`src/rtl/gb_cpu_sched_queue.sv`:
```
// rtl/gb_cpu_sched_queue.sv - m-cycle control-word sequencer with alt length, stall, flush and overlapped fetch
module gb_cpu_sched_queue #(
    parameter int                DEPTH    = 6,
    parameter int                CTRL_W   = 64,
    parameter logic [CTRL_W-1:0] NOP_CTRL = '0,
    parameter int                CNT_W    = $clog2(DEPTH + 1)
) (
    input  logic                    clk,
    input  logic                    reset,
    input  logic                    load_i,
    input  logic [DEPTH*CTRL_W-1:0] load_ctrl_i,
    input  logic [CNT_W-1:0]        load_len_i,
    input  logic [CNT_W-1:0]        load_alt_len_i,
    input  logic                    cond_fail_i,
    input  logic                    stall_i,
    input  logic                    flush_i,
    output logic [CTRL_W-1:0]       ctrl_o,
    output logic                    busy_o,
    output logic                    last_o,
    output logic [CNT_W-1:0]        idx_o,
    output logic                    load_ack_o,
    output logic                    err_o
);

    typedef enum logic {IDLE, RUN} state_t;

    localparam logic [CNT_W-1:0] DEPTH_C = CNT_W'(DEPTH);
    localparam logic [CNT_W-1:0] ONE_C   = CNT_W'(1);
    localparam logic [CNT_W:0]   ONE_W   = (CNT_W + 1)'(1);

    state_t            state, state_nxt;
    logic [CTRL_W-1:0] slot [DEPTH];
    logic [CNT_W-1:0]  rem, idx, alt_len;
    logic              err_q;

    logic              adv, fail_end, last, accept, len_bad;
    logic [CNT_W:0]    idx_inc;
    logic [CNT_W-1:0]  len_cl, alt_cl;

    assign adv      = (state == RUN) && !stall_i;
    assign idx_inc  = {1'b0, idx} + ONE_W;
    assign fail_end = cond_fail_i && adv && ({1'b0, alt_len} <= idx_inc);
    assign last     = adv && ((rem == ONE_C) || fail_end);
    assign accept   = load_i && (flush_i || ((state == IDLE) && !stall_i) || last);

    // Illegal lengths are clamped into 1..DEPTH; alt length additionally capped by the main length.
    always_comb begin
        len_cl  = load_len_i;
        len_bad = 1'b0;
        if (load_len_i == '0) begin
            len_cl  = ONE_C;
            len_bad = 1'b1;
        end else if (load_len_i > DEPTH_C) begin
            len_cl  = DEPTH_C;
            len_bad = 1'b1;
        end
        alt_cl = load_alt_len_i;
        if (load_alt_len_i == '0) begin
            alt_cl  = ONE_C;
            len_bad = 1'b1;
        end else if (load_alt_len_i > DEPTH_C) begin
            alt_cl  = len_cl;
            len_bad = 1'b1;
        end else if (load_alt_len_i > len_cl) begin
            alt_cl = len_cl;
        end
    end

    always_comb begin
        state_nxt = state;
        if (accept)
            state_nxt = RUN;
        else if (flush_i)
            state_nxt = IDLE;
        else if (last)
            state_nxt = IDLE;
    end

    always_ff @(posedge clk or posedge reset) begin
        if (reset)
            state <= IDLE;
        else
            state <= state_nxt;
    end

    always_ff @(posedge clk or posedge reset) begin
        if (reset) begin
            for (int i = 0; i < DEPTH; i++)
                slot[i] <= NOP_CTRL;
            rem     <= '0;
            idx     <= '0;
            alt_len <= '0;
            err_q   <= 1'b0;
        end else begin
            err_q <= accept && len_bad;
            if (accept) begin
                for (int i = 0; i < DEPTH; i++)
                    slot[i] <= load_ctrl_i[i*CTRL_W +: CTRL_W];
                rem     <= len_cl;
                alt_len <= alt_cl;
                idx     <= '0;
            end else if (flush_i) begin
                idx <= '0;
            end else if (adv) begin
                if (last) begin
                    idx <= '0;
                end else begin
                    // A failed condition shortens the schedule to alt_len total cycles.
                    rem <= cond_fail_i ? (alt_len - idx - ONE_C) : (rem - ONE_C);
                    for (int i = 0; i < DEPTH - 1; i++)
                        slot[i] <= slot[i+1];
                    slot[DEPTH-1] <= NOP_CTRL;
                    idx <= idx + ONE_C;
                end
            end
        end
    end

    assign ctrl_o     = (state == RUN) ? slot[0] : NOP_CTRL;
    assign busy_o     = (state == RUN);
    assign last_o     = last;
    assign idx_o      = idx;
    assign load_ack_o = accept;
    assign err_o      = err_q;

endmodule

```
`config.mk`:
```
export PLATFORM = sky130hd
export DESIGN_NAME = gb_cpu_sched_queue
export DESIGN_NICKNAME = d
export VERILOG_FILES = /design/src/rtl/gb_cpu_sched_queue.sv
export SDC_FILE = /design/constraint.sdc
export NUM_CORES = 1
export LEC_CHECK = 0
export ABC_CLOCK_PERIOD_IN_PS = 16200
export CORE_MARGIN = 8
export CORE_UTILIZATION = 52
export CTS_BUF_LIST = sky130_fd_sc_hd__clkbuf_4
export DETAILED_ROUTE_END_ITERATION = 8
export GPL_ROUTABILITY_DRIVEN = 0
export PLACE_DENSITY_LB_ADDON = 0.15
export SYNTH_ARGS = -nofsm -noshare
export SYNTH_HDL_FRONTEND = slang
export SYNTH_SLANG_ARGS = --single-unit
```
`constraint.sdc`:
```
create_clock -name clk -period 16.2 [get_ports clk]
set_input_delay 2.43 -clock clk [delete_from_list [all_inputs] [get_ports clk]]
set_output_delay 2.43 -clock clk [all_outputs]
set_load 0.05 [all_outputs]
```
# After elaboration in Yosys (flattened, before gate mapping)
# Cells that the tools add are included.
dict set report totals {
  reg_bits 395
  out_inout_bits 71
  wordCells 67
  inputBits 396
}
dict set report op_classes {
  addsub 5
  reduce_logical 17
  n_bitwise 1
  n_lt_le_gt_ge 4
  n_eq_ne 3
  mux 26
}
# operator count
set op_table {}
lappend op_table {{384-bit two-way mux} 4}
lappend op_table {{64-bit two-way mux} 1}
lappend op_table {{3-bit two-way mux} 14}
lappend op_table {{1-bit logical AND} 7}
lappend op_table {{1-bit two-way mux} 7}
lappend op_table {{3-bit > comparator, second input constant} 2}
lappend op_table {{3-bit logical NOT} 2}
lappend op_table {{3-bit nonzero test} 2}
lappend op_table {{3-bit by 1-bit subtractor with 3-bit output, second input constant} 2}
lappend op_table {{3-bit by 1-bit adder with 4-bit output, second input constant} 1}
lappend op_table {{3-bit by 4-bit less-or-equal comparator with 1-bit output} 1}
lappend op_table {{2-bit by 1-bit inequality test with 1-bit output, second input constant} 2}
lappend op_table {{3-bit by 1-bit adder with 3-bit output, second input constant} 1}
lappend op_table {{3-bit by 1-bit == test with 1-bit output, second input constant} 1}
lappend op_table {{3-bit > comparator} 1}
lappend op_table {{1-bit logical OR} 3}
lappend op_table {{3-bit AND reduction} 1}
lappend op_table {{3-bit subtractor} 1}
lappend op_table {{2-bit nonzero test} 1}
lappend op_table {{1-bit logical NOT} 1}
lappend op_table {{1-bit inverter} 1}

# Depth between registers and ports, before layout
# Gate-level depths: netlist of the first run.
dict set report depth {
  word_depth 10
  depth_mapped 11
  mapped_depth_nobuf 9
}

# Worst setup path after synthesis of the first run
# No wires, ideal clock.
dict set report synth_path {
  kind {input-to-output}
  start {input cond_fail_i}
  end {output last_o}
  n_path_buf 3
  slack_ns 9.974
  t_required_ns 13.770
  stages 5
  arrival_ns 3.796
  path_cell_list {buf_2 > o21ai_4 > buf_2 > buf_2 > a21oi_1}
}
dict set report synth_between {
  elab_chain_cells 4
}
# element line
set synth_rtl {}
lappend synth_rtl {{start, declared} 14} ;# input logic cond_fail_i,
lappend synth_rtl {{1-bit logical AND (2 in a row)} 42} ;# assign fail_end = cond_fail_i && adv && ({1'b0, alt_len} <= idx_inc);
lappend synth_rtl {{1-bit logical OR} 43} ;# assign last = adv && ((rem == ONE_C) || fail_end);
lappend synth_rtl {{1-bit logical AND} 43}
lappend synth_rtl {{end, declared} 19} ;# output logic last_o,
# No other way between the ends.

# Final worst setup path of the first run
dict set report layout_path {
  start {input stall_i}
  end {output load_ack_o}
}
dict set report layout_between {
  elab_chain_cells 8
  word_cells_on_any_way 10
}
# element line
set layout_rtl {}
lappend layout_rtl {{start, declared} 15} ;# input logic stall_i,
lappend layout_rtl {{1-bit logical NOT (*)} {40, 44}}
lappend layout_rtl {{1-bit logical AND} 40} ;# assign adv = (state == RUN) && !stall_i;
lappend layout_rtl {{1-bit logical AND (2 in a row)} 42}
lappend layout_rtl {{1-bit logical OR} 43}
lappend layout_rtl {{1-bit logical AND} 43}
lappend layout_rtl {{1-bit logical OR (*)} 44} ;# assign accept = load_i && (flush_i || ((state == IDLE) && !stall_i) || last);
lappend layout_rtl {{1-bit logical AND (*)} 44}
lappend layout_rtl {{end, declared} 21} ;# output logic load_ack_o,
# Mark *: on every way between the ends. The rest lies on a longest branch, timed or not.

==> impl_summary.txt, run 1 <==
----------------------------------------------------
[GRT]
  Global-route wire length before repair ... 111 mm
  Maximum number of pins on one net before global-route repair ... 218
  Initial antenna violation count ... 25
  Total congestion overflow ... 0
  Via count of the first global-routing pass ... about 19k
  GRT Total Usage ... 0.309

[Timing]
  Final Hold Vio Count ... 0
  Total setup violations reported at the end of the flow ... 0
  Final number of max-transition violations ... 0
  Measured slew at the worst slew-check pin ... 1.20 ns
  Final worst path period need ... 7.43 ns
  Hold Worst Slack ... 0.499 ns
  Unrepaired setup endpoints after global routing ... false
  Highest clock rate ... about 0.13 GHz
  Worst max-slew margin expressed relative to the limit ... 0.199
  Final TNS setup ... 0 ns
  Final period utilization ... 0.459
  Clock Skew ... 0.0480 ns

[Clock tree]
  Clock sink total ... 395
  Clock input transition at the sequential cells of the worst setup and hold paths ... ~0.060 ns
  PostCTS Resize Cnt ... 0
  Level count of the clock H-tree ... 3
  Buffers from clock root to sink, at most ... 3
  Clock tree from TritonCTS ... built
  CTS buffer count ... around 100
  Total of hold buffers inserted after clock tree synthesis ... 0
  Clk_lat worst skew ... 0.78 ns
  Root buffer selected by CTS ... sky130_fd_sc_hd__clkbuf_4
  Buffers inserted by post-CTS timing repair ... 0

[Synth]
  Post-Syn Nets ... 2594
  Primary flip-flop cell chosen by synthesis mapping ... sky130_fd_sc_hd__dfrtp_1
  Post-Synthesis Cells ... 2187
  Warnings, synthesis ... 0
  Seq/Total Area, Yosys ... 0.501
  Count of unique library cells instantiated by Yosys ... 42
  Share of flip-flops with an asynchronous set or reset after synthesis ... 1.00
  Post-Synthesis Cell Area ... 0.0197 mm^2
  Number of flops mapped to enable cells by yosys ... 0
  Number of register bits inferred by synthesis ... 395
  Mean Syn Cell Area ... 9.02 um^2

[Floorplanning]
  Starting Density ... 0.526
  Overall die area ... 0.0444 mm^2
  Die outline height ... 211 um
  Count of boundary I/O pins ... 467
  Die W ... approximately 210 um
  Standard cell core area ... 0.0375 mm^2
  Core Rows ... 71

[Routing]
  Routed wire length per instance ... between 20 and 25 um
  Number of detailed-routing iterations run before antenna repair ... 6
  Drt first-iter violations ... around 2.7k
  Antenna-violating nets left ... 0
  Total via count in the routed design ... 20.0k
  Detailed-route vias per instance ... 6.43
  Aggregate routed wire length ... approximately 72 mm
  DRC Markers ... 0

[Finish]
  Top library cells by usage in the layout, fill and taps aside ... sky130_fd_sc_hd__clkdlybuf4s50_1 (466), sky130_fd_sc_hd__dfrtp_1 (394), sky130_fd_sc_hd__a21oi_1 (331), sky130_fd_sc_hd__o21ai_0 (325), sky130_fd_sc_hd__nand3_1 (324)
  Combined flip-flop and latch cell area ... roughly 0.01 mm^2
  Multi-input combinational cell area ... 0.00856 mm^2
  Proportion of layout cells with a drive suffix above 1 ... 0.0803
  Layout filler cell count ... about 3.1k
  Leading cell type in the layout, fill and taps excluded ... sky130_fd_sc_hd__clkdlybuf4s50_1
  Non-filler instance count after layout ... ~3.1k
  NumNets Final ... 2917
  Area growth from synthesis to final layout ... 28.6%

[Critical path]
  Crit Reg-Reg Endpoint ... slot[296]
  Worst path cell trace ... clkdlybuf4s50_1 > a21oi_2 > o21a_1 > nor2_4 > inv_2 > clkdlybuf4s50_1
  Path type of the worst setup path ... in -> out
  FF-to-FF setup slack ... between 10 and 15 ns
  Cell family with most CP delay ... buffers and inverters
  Launch point of the worst reg-to-reg path ... idx_o[0]
  Most frequent cell on the critical path ... sky130_fd_sc_hd__clkdlybuf4s50_1
  CP max-delay cell ... sky130_fd_sc_hd__clkdlybuf4s50_1
  Data required time of the worst path ... ~14 ns
  Buffers & Inverters on Critical Path ... 3
  Data arrival time of the critical path ... approximately 5.0 ns
  Peak per-stage delay on the critical path ... 0.73 ns
  Critical Path Sink Type ... primary output
  Startpoint Class ... input port
  Worst Reg2Reg Path Length in Cells ... 10
  Highest net fanout along the worst path ... 37

[Pwr]
  Peak ir drop on the vdd network ... about 0.13 mV
  Static leakage power ... 9.55 nW
  Power density normalized to cell area ... ~170 mW/mm^2

[Worst hold path]
  Depth of the worst hold-timing path ... 1
  Class of the tightest hold or removal check ... reg -> reg
  Critical hold path startpoint ... slot[62]
  Hold Path End ... slot[62]

[Job]
  Max-capacitance violation count ... 0

[Placed design]
  Final HPWL DP ... 46.0 mm
  Instance count after placement with tap cells included ... ~3k
  Count of buffers inserted at the top-level ports ... 466

[Outcome]
  Run status ... finished clean

----------------------------------------------------
-- per-stage QoR --
| stage | area (um^2) | setup WS [ns] | total power, mW | utilization |
|---|---|---|---|---|
| final | 25400 | 8.77 | 4.36 | 0.676 |
| after global routing | 25300 | 8.63 | 4.62 | 0.676 |
| after CTS | 25300 | 8.77 | 4.34 | 0.675 |
| after detailed placement | 24000 | 8.77 | 3.47 | 0.641 |
| after global placement | 24000 | 8.77 | 3.42 | 0.641 |
| after floorplan | 19700 | 2.79 | 2.90 | - |
-- logic make-up after synthesis --
logic type / after synthesis / synth area share
xor gates and xnor gates: 4 / 0.00178
muxes: 3 / 0.00152
DFF: 395 / 0.501
AOI/OAI and AO/OA: 1067 / 0.310
buffers and inverters: 286 / 0.0664
and+or+nand+nor: 420 / 0.111
adders and majority gates: 12 / 0.00787
-- routing by layer --
layer,global-route usage,share of wire,vias up,routed length [um]
met5,0,0.0015,-,110
met4,0.114,0.024,18,1750
met3,0.0810,0.10,123,7320
met2,0.431,0.44,1179,31400
met1,0.455,0.43,9716,31100
li1,-,-,8937,-
-- where the power goes --
part	internal [mW]	total (mW)	switching, mW
logic	0.631	1.76	1.13
registers	1.43	1.72	0.299
clock network	0.464	0.868	0.404
total	2.52	4.36	1.84
-- registers in the layout, indices dropped and copies added, names as in the netlist --
signal and flops:
slot 384, err_o 1, busy_o 1, rem 3, idx_o 3, alt_len 3
-- cells in the mapped netlist, drive strengths merged, types with 6 or more instances --
master  instances  share of area
ha             10         0.0063
a22o           64          0.028
buf           106          0.032
clkbuf        167          0.032
a21oi         333          0.085
nor2            6         0.0011
a31oi         322           0.10
dfrtp         395           0.50
nand2           7         0.0013
inv            13         0.0025
o21ai         331          0.086
and2           65          0.021
nand3         325          0.082
-- area by class of cell --
type | instances | area share
antenna | 17 | 0.00168
clock buffer | 156 | 0.0462
clock inverter | 15 | 0.00459
inverter | 13 | 0.00222
multi-input combinational | 1506 | 0.338
sequential | 395 | 0.390
tap | 511 | 0.0252
timing repair buffer | 492 | 0.193
-- how the worst max path moves through the flow --
stage / end / cells after the start / start
after floorplan: alt_len[0] / 1 / reset
after global placement: load_ack_o / 7 / cond_fail_i
after detailed placement: load_ack_o / 6 / stall_i
after CTS: load_ack_o / 6 / stall_i
after global routing: load_ack_o / 6 / stall_i
final: load_ack_o / 6 / stall_i
Power figures use the tool's default switching activity.
==> run 2, diff against run 1 <==
--- a/config.mk
+++ b/config.mk
@@ -5,9 +5,9 @@
 export SDC_FILE = /design/constraint.sdc
 export NUM_CORES = 1
 export LEC_CHECK = 0
-export ABC_CLOCK_PERIOD_IN_PS = 16200
+export ABC_CLOCK_PERIOD_IN_PS = 6500
 export CORE_MARGIN = 8
-export CORE_UTILIZATION = 52
+export CORE_UTILIZATION = 47
 export CTS_BUF_LIST = sky130_fd_sc_hd__clkbuf_4
 export DETAILED_ROUTE_END_ITERATION = 8
 export GPL_ROUTABILITY_DRIVEN = 0
==> constraint.sdc (replaced) <==
create_clock -name clk -period 6.5 [get_ports clk]
set_input_delay 0.975 -clock clk [delete_from_list [all_inputs] [get_ports clk]]
set_output_delay 0.975 -clock clk [all_outputs]
set_load 0.05 [all_outputs]
==> run 2 against run 1 <==
Compared with the run above: the run now ends with slew limit left; core utilization is 6.5 points lower; clock skew is 0.0073 ns lower; non-clock buffer count is 7 lower; sequential share of layout area is 0.20 points lower; routed wire length is 1.4% higher; sequential cell count stayed put; first-iteration DRC count is 4.3% lower; hold slack better by 0.0011 ns; setup slack worse by 6.8 ns; via count is 1.3% lower; total power grew to 2.5 times the previous value; critical endpoint unchanged; largest cell class unchanged; highest routed layer unchanged.
==> impl_summary.txt, run 2 (synthesized netlist as in run 1, its figures left out) <==
----------------------------------------------------
[Critical path]
  Path type of the worst setup path ... reg -> out
  Launch point of the worst reg-to-reg path ... idx_o[0]
  Data arrival time of the critical path ... around 3.6 ns
  Buffers & Inverters on Critical Path ... 2
  Highest net fanout along the worst path ... 6
  Most frequent cell on the critical path ... sky130_fd_sc_hd__ha_1
  Crit Reg-Reg Endpoint ... slot[343]
  FF-to-FF setup slack ... between 2 and 2.5 ns
  Worst setup path startpoint ... idx_o[0]
  Cell family with most CP delay ... buffers and inverters
  Worst Reg2Reg Path Length in Cells ... 10
  Critical Path Sink Type ... primary output
  Data required time of the worst path ... between 5 and 6 ns
  CP max-delay cell ... sky130_fd_sc_hd__clkdlybuf4s50_1
  Worst path cell trace ... ha_1 > xnor2_1 > ha_1 > a21oi_1 > o21ai_1 > a21boi_4 > nor2_4 > inv_2 > clkdlybuf4s50_1
  Startpoint Class ... flop
  Worst path depth ... 9
  Peak per-stage delay on the critical path ... roughly 0.81 ns

[Clock tree]
  CTS buffer count ... 102
  Clk_lat worst skew ... 0.79 ns
  Clock input transition at the sequential cells of the worst setup and hold paths ... 0.06 ns
  Clock tree from TritonCTS ... built
  Total of hold buffers inserted after clock tree synthesis ... 0
  Root buffer selected by CTS ... sky130_fd_sc_hd__clkbuf_4
  Buffers inserted by post-CTS timing repair ... 0
  Level count of the clock H-tree ... 3
  PostCTS Resize Cnt ... 0
  Buffers from clock root to sink, at most ... 3
  Clock sink total ... just under 400

[GRT]
  Total congestion overflow ... 0
  Maximum number of pins on one net before global-route repair ... just under 300
  GRT Total Usage ... 0.285
  Via count of the first global-routing pass ... 19.2k
  Initial antenna violation count ... 29
  Global-route wire length before repair ... about 110 mm

[Routing]
  Routed wire length per instance ... between 20 and 25 um
  Number of detailed-routing iterations run before antenna repair ... 5
  DRC Markers ... 0
  Total via count in the routed design ... 19.7k
  Detailed-route vias per instance ... 6.30
  Aggregate routed wire length ... 72.7 mm
  Drt first-iter violations ... 2572
  Antenna-violating nets left ... 0

[Finish]
  Area growth from synthesis to final layout ... 29.2%
  Reg with most FFs ... slot
  Top library cells by usage in the layout, fill and taps aside ... sky130_fd_sc_hd__clkdlybuf4s50_1 (466), sky130_fd_sc_hd__dfrtp_1 (394), sky130_fd_sc_hd__a21oi_1 (331), sky130_fd_sc_hd__o21ai_0 (325), sky130_fd_sc_hd__nand3_1 (324)
  Layout filler cell count ... 3631
  Number of flip-flops under the largest register name ... 384
  Combined flip-flop and latch cell area ... 0.00989 mm^2
  Non-filler instance count after layout ... 3131
  Cell area after layout ... about 0.025 mm^2
  Proportion of layout cells with a drive suffix above 1 ... 0.0782
  Leading cell type in the layout, fill and taps excluded ... sky130_fd_sc_hd__clkdlybuf4s50_1
  Multi-input combinational cell area ... ~0.0086 mm^2
  Final core area utilization ... 0.612
  NumNets Final ... 2910

[Floorplanning]
  Die outline height ... 221 um
  Starting Density ... 0.473
  Count of boundary I/O pins ... between 400 and 500
  Die W ... 221 um
  Core Rows ... 75
  Overall die area ... ~0.049 mm^2
  Standard cell core area ... approximately 0.042 mm^2

[Pwr]
  Static leakage power ... 9.58 nW
  Peak ir drop on the vdd network ... roughly 0.27 mV
  Total Power ... between 10 and 15 mW
  Power density normalized to cell area ... 428 mW/mm^2

[Placed design]
  Placed cell areas ... around 0.024 mm^2
  Final HPWL DP ... 46.0 mm
  Instance count after placement with tap cells included ... 2938
  Count of buffers inserted at the top-level ports ... around 470

[Outcome]
  Run status ... complete, but fails checks
  Violated checks ... slew limit

[Timing]
  Unrepaired setup endpoints after global routing ... false
  Final period utilization ... 0.699
  Highest clock rate ... 0.220 GHz
  Measured slew at the worst slew-check pin ... 1.67 ns
  Final TNS setup ... 0 ns
  Final Hold Vio Count ... 0
  Final worst path period need ... 4.54 ns
  Final number of max-transition violations ... about 130
  Total setup violations reported at the end of the flow ... 0
  Worst max-slew margin expressed relative to the limit ... -0.114
  Clock Skew ... between 0.04 and 0.05 ns

[Worst hold path]
  Hold Path End ... slot[8]
  Class of the tightest hold or removal check ... reg -> reg
  Critical hold path startpoint ... slot[8]
  Depth of the worst hold-timing path ... 1

[Job]
  Max-capacitance violation count ... 0

----------------------------------------------------
-- run 2: cell count changes in the layout (fill, tap and decap cells not counted) --
| cell | before | now |
|---|---|---|
| sky130_fd_sc_hd__buf_4 | 24 | 8 |
| sky130_fd_sc_hd__clkinv_4 | 0 | 1 |
| sky130_fd_sc_hd__clkbuf_4 | 156 | 157 |
| sky130_fd_sc_hd__bufinv_16 | 2 | 3 |
| sky130_fd_sc_hd__clkinv_1 | 9 | 8 |
| sky130_fd_sc_hd__buf_12 | 2 | 11 |
| sky130_fd_sc_hd__inv_8 | 1 | 0 |
| sky130_fd_sc_hd__clkinvlp_4 | 2 | 1 |
| sky130_fd_sc_hd__diode_2 | 17 | 22 |
-- run 2: worst max-delay path by stage --
| stage | to |
|---|---|
| after floorplan | alt_len[0] |
| after global routing | load_ack_o |
| final | load_ack_o |
| after global placement | slot[246] |
| after CTS | load_ack_o |
| after detailed placement | slot[181] |
-- run 2: where the power goes --
group	switching [mW]	internal, mW	leakage, nW
clock network	1.00	1.20	0.790
logic	2.83	1.59	4.26
registers	0.734	3.55	4.53
-- run 2: per-layer routing --
layer / part of all wire / global-route usage
met5: 0.0014 / 0
met4: 0.028 / 0.110
met3: 0.093 / 0.0743
met2: 0.43 / 0.396
met1: 0.44 / 0.417
-- run 2: final cells by class --
| class | count | share of cell area |
|---|---|---|
| inverters | 13 | 0.00206 |
| clock buffers | 157 | 0.0462 |
| flip-flops and latches | 395 | 0.388 |
| repair buffers | 485 | 0.194 |
| well taps | 539 | 0.0265 |
| clock inverters | 14 | 0.00535 |
| diodes | 22 | 0.00216 |
| multi-input cells | 1506 | 0.336 |
-- run 2: worst register-to-register path, cell delays in order (launching register included) --
cell and delay (ns):
sky130_fd_sc_hd__dfrtp_1 0.46, sky130_fd_sc_hd__ha_1 0.28, sky130_fd_sc_hd__xnor2_1 0.14, sky130_fd_sc_hd__ha_1 0.32, sky130_fd_sc_hd__and2_1 0.18, sky130_fd_sc_hd__a32o_2 0.27, sky130_fd_sc_hd__o21ai_4 0.19, sky130_fd_sc_hd__buf_12 0.64
sky130_fd_sc_hd__buf_4 1.23, sky130_fd_sc_hd__nand3_1 0.36, sky130_fd_sc_hd__a31oi_1 0.24
-- run 2: per-stage QoR --
step / setup WS [ns] / hold slack, ns
2_1_floorplan: 0.209 / 0.465
3_3_place_gp: 2.28 / 0.482
3_5_place_dp: 2.19 / 0.481
4_1_cts: 1.89 / 0.504
5_1_grt: 1.81 / 0.508
6_report: 1.96 / 0.500
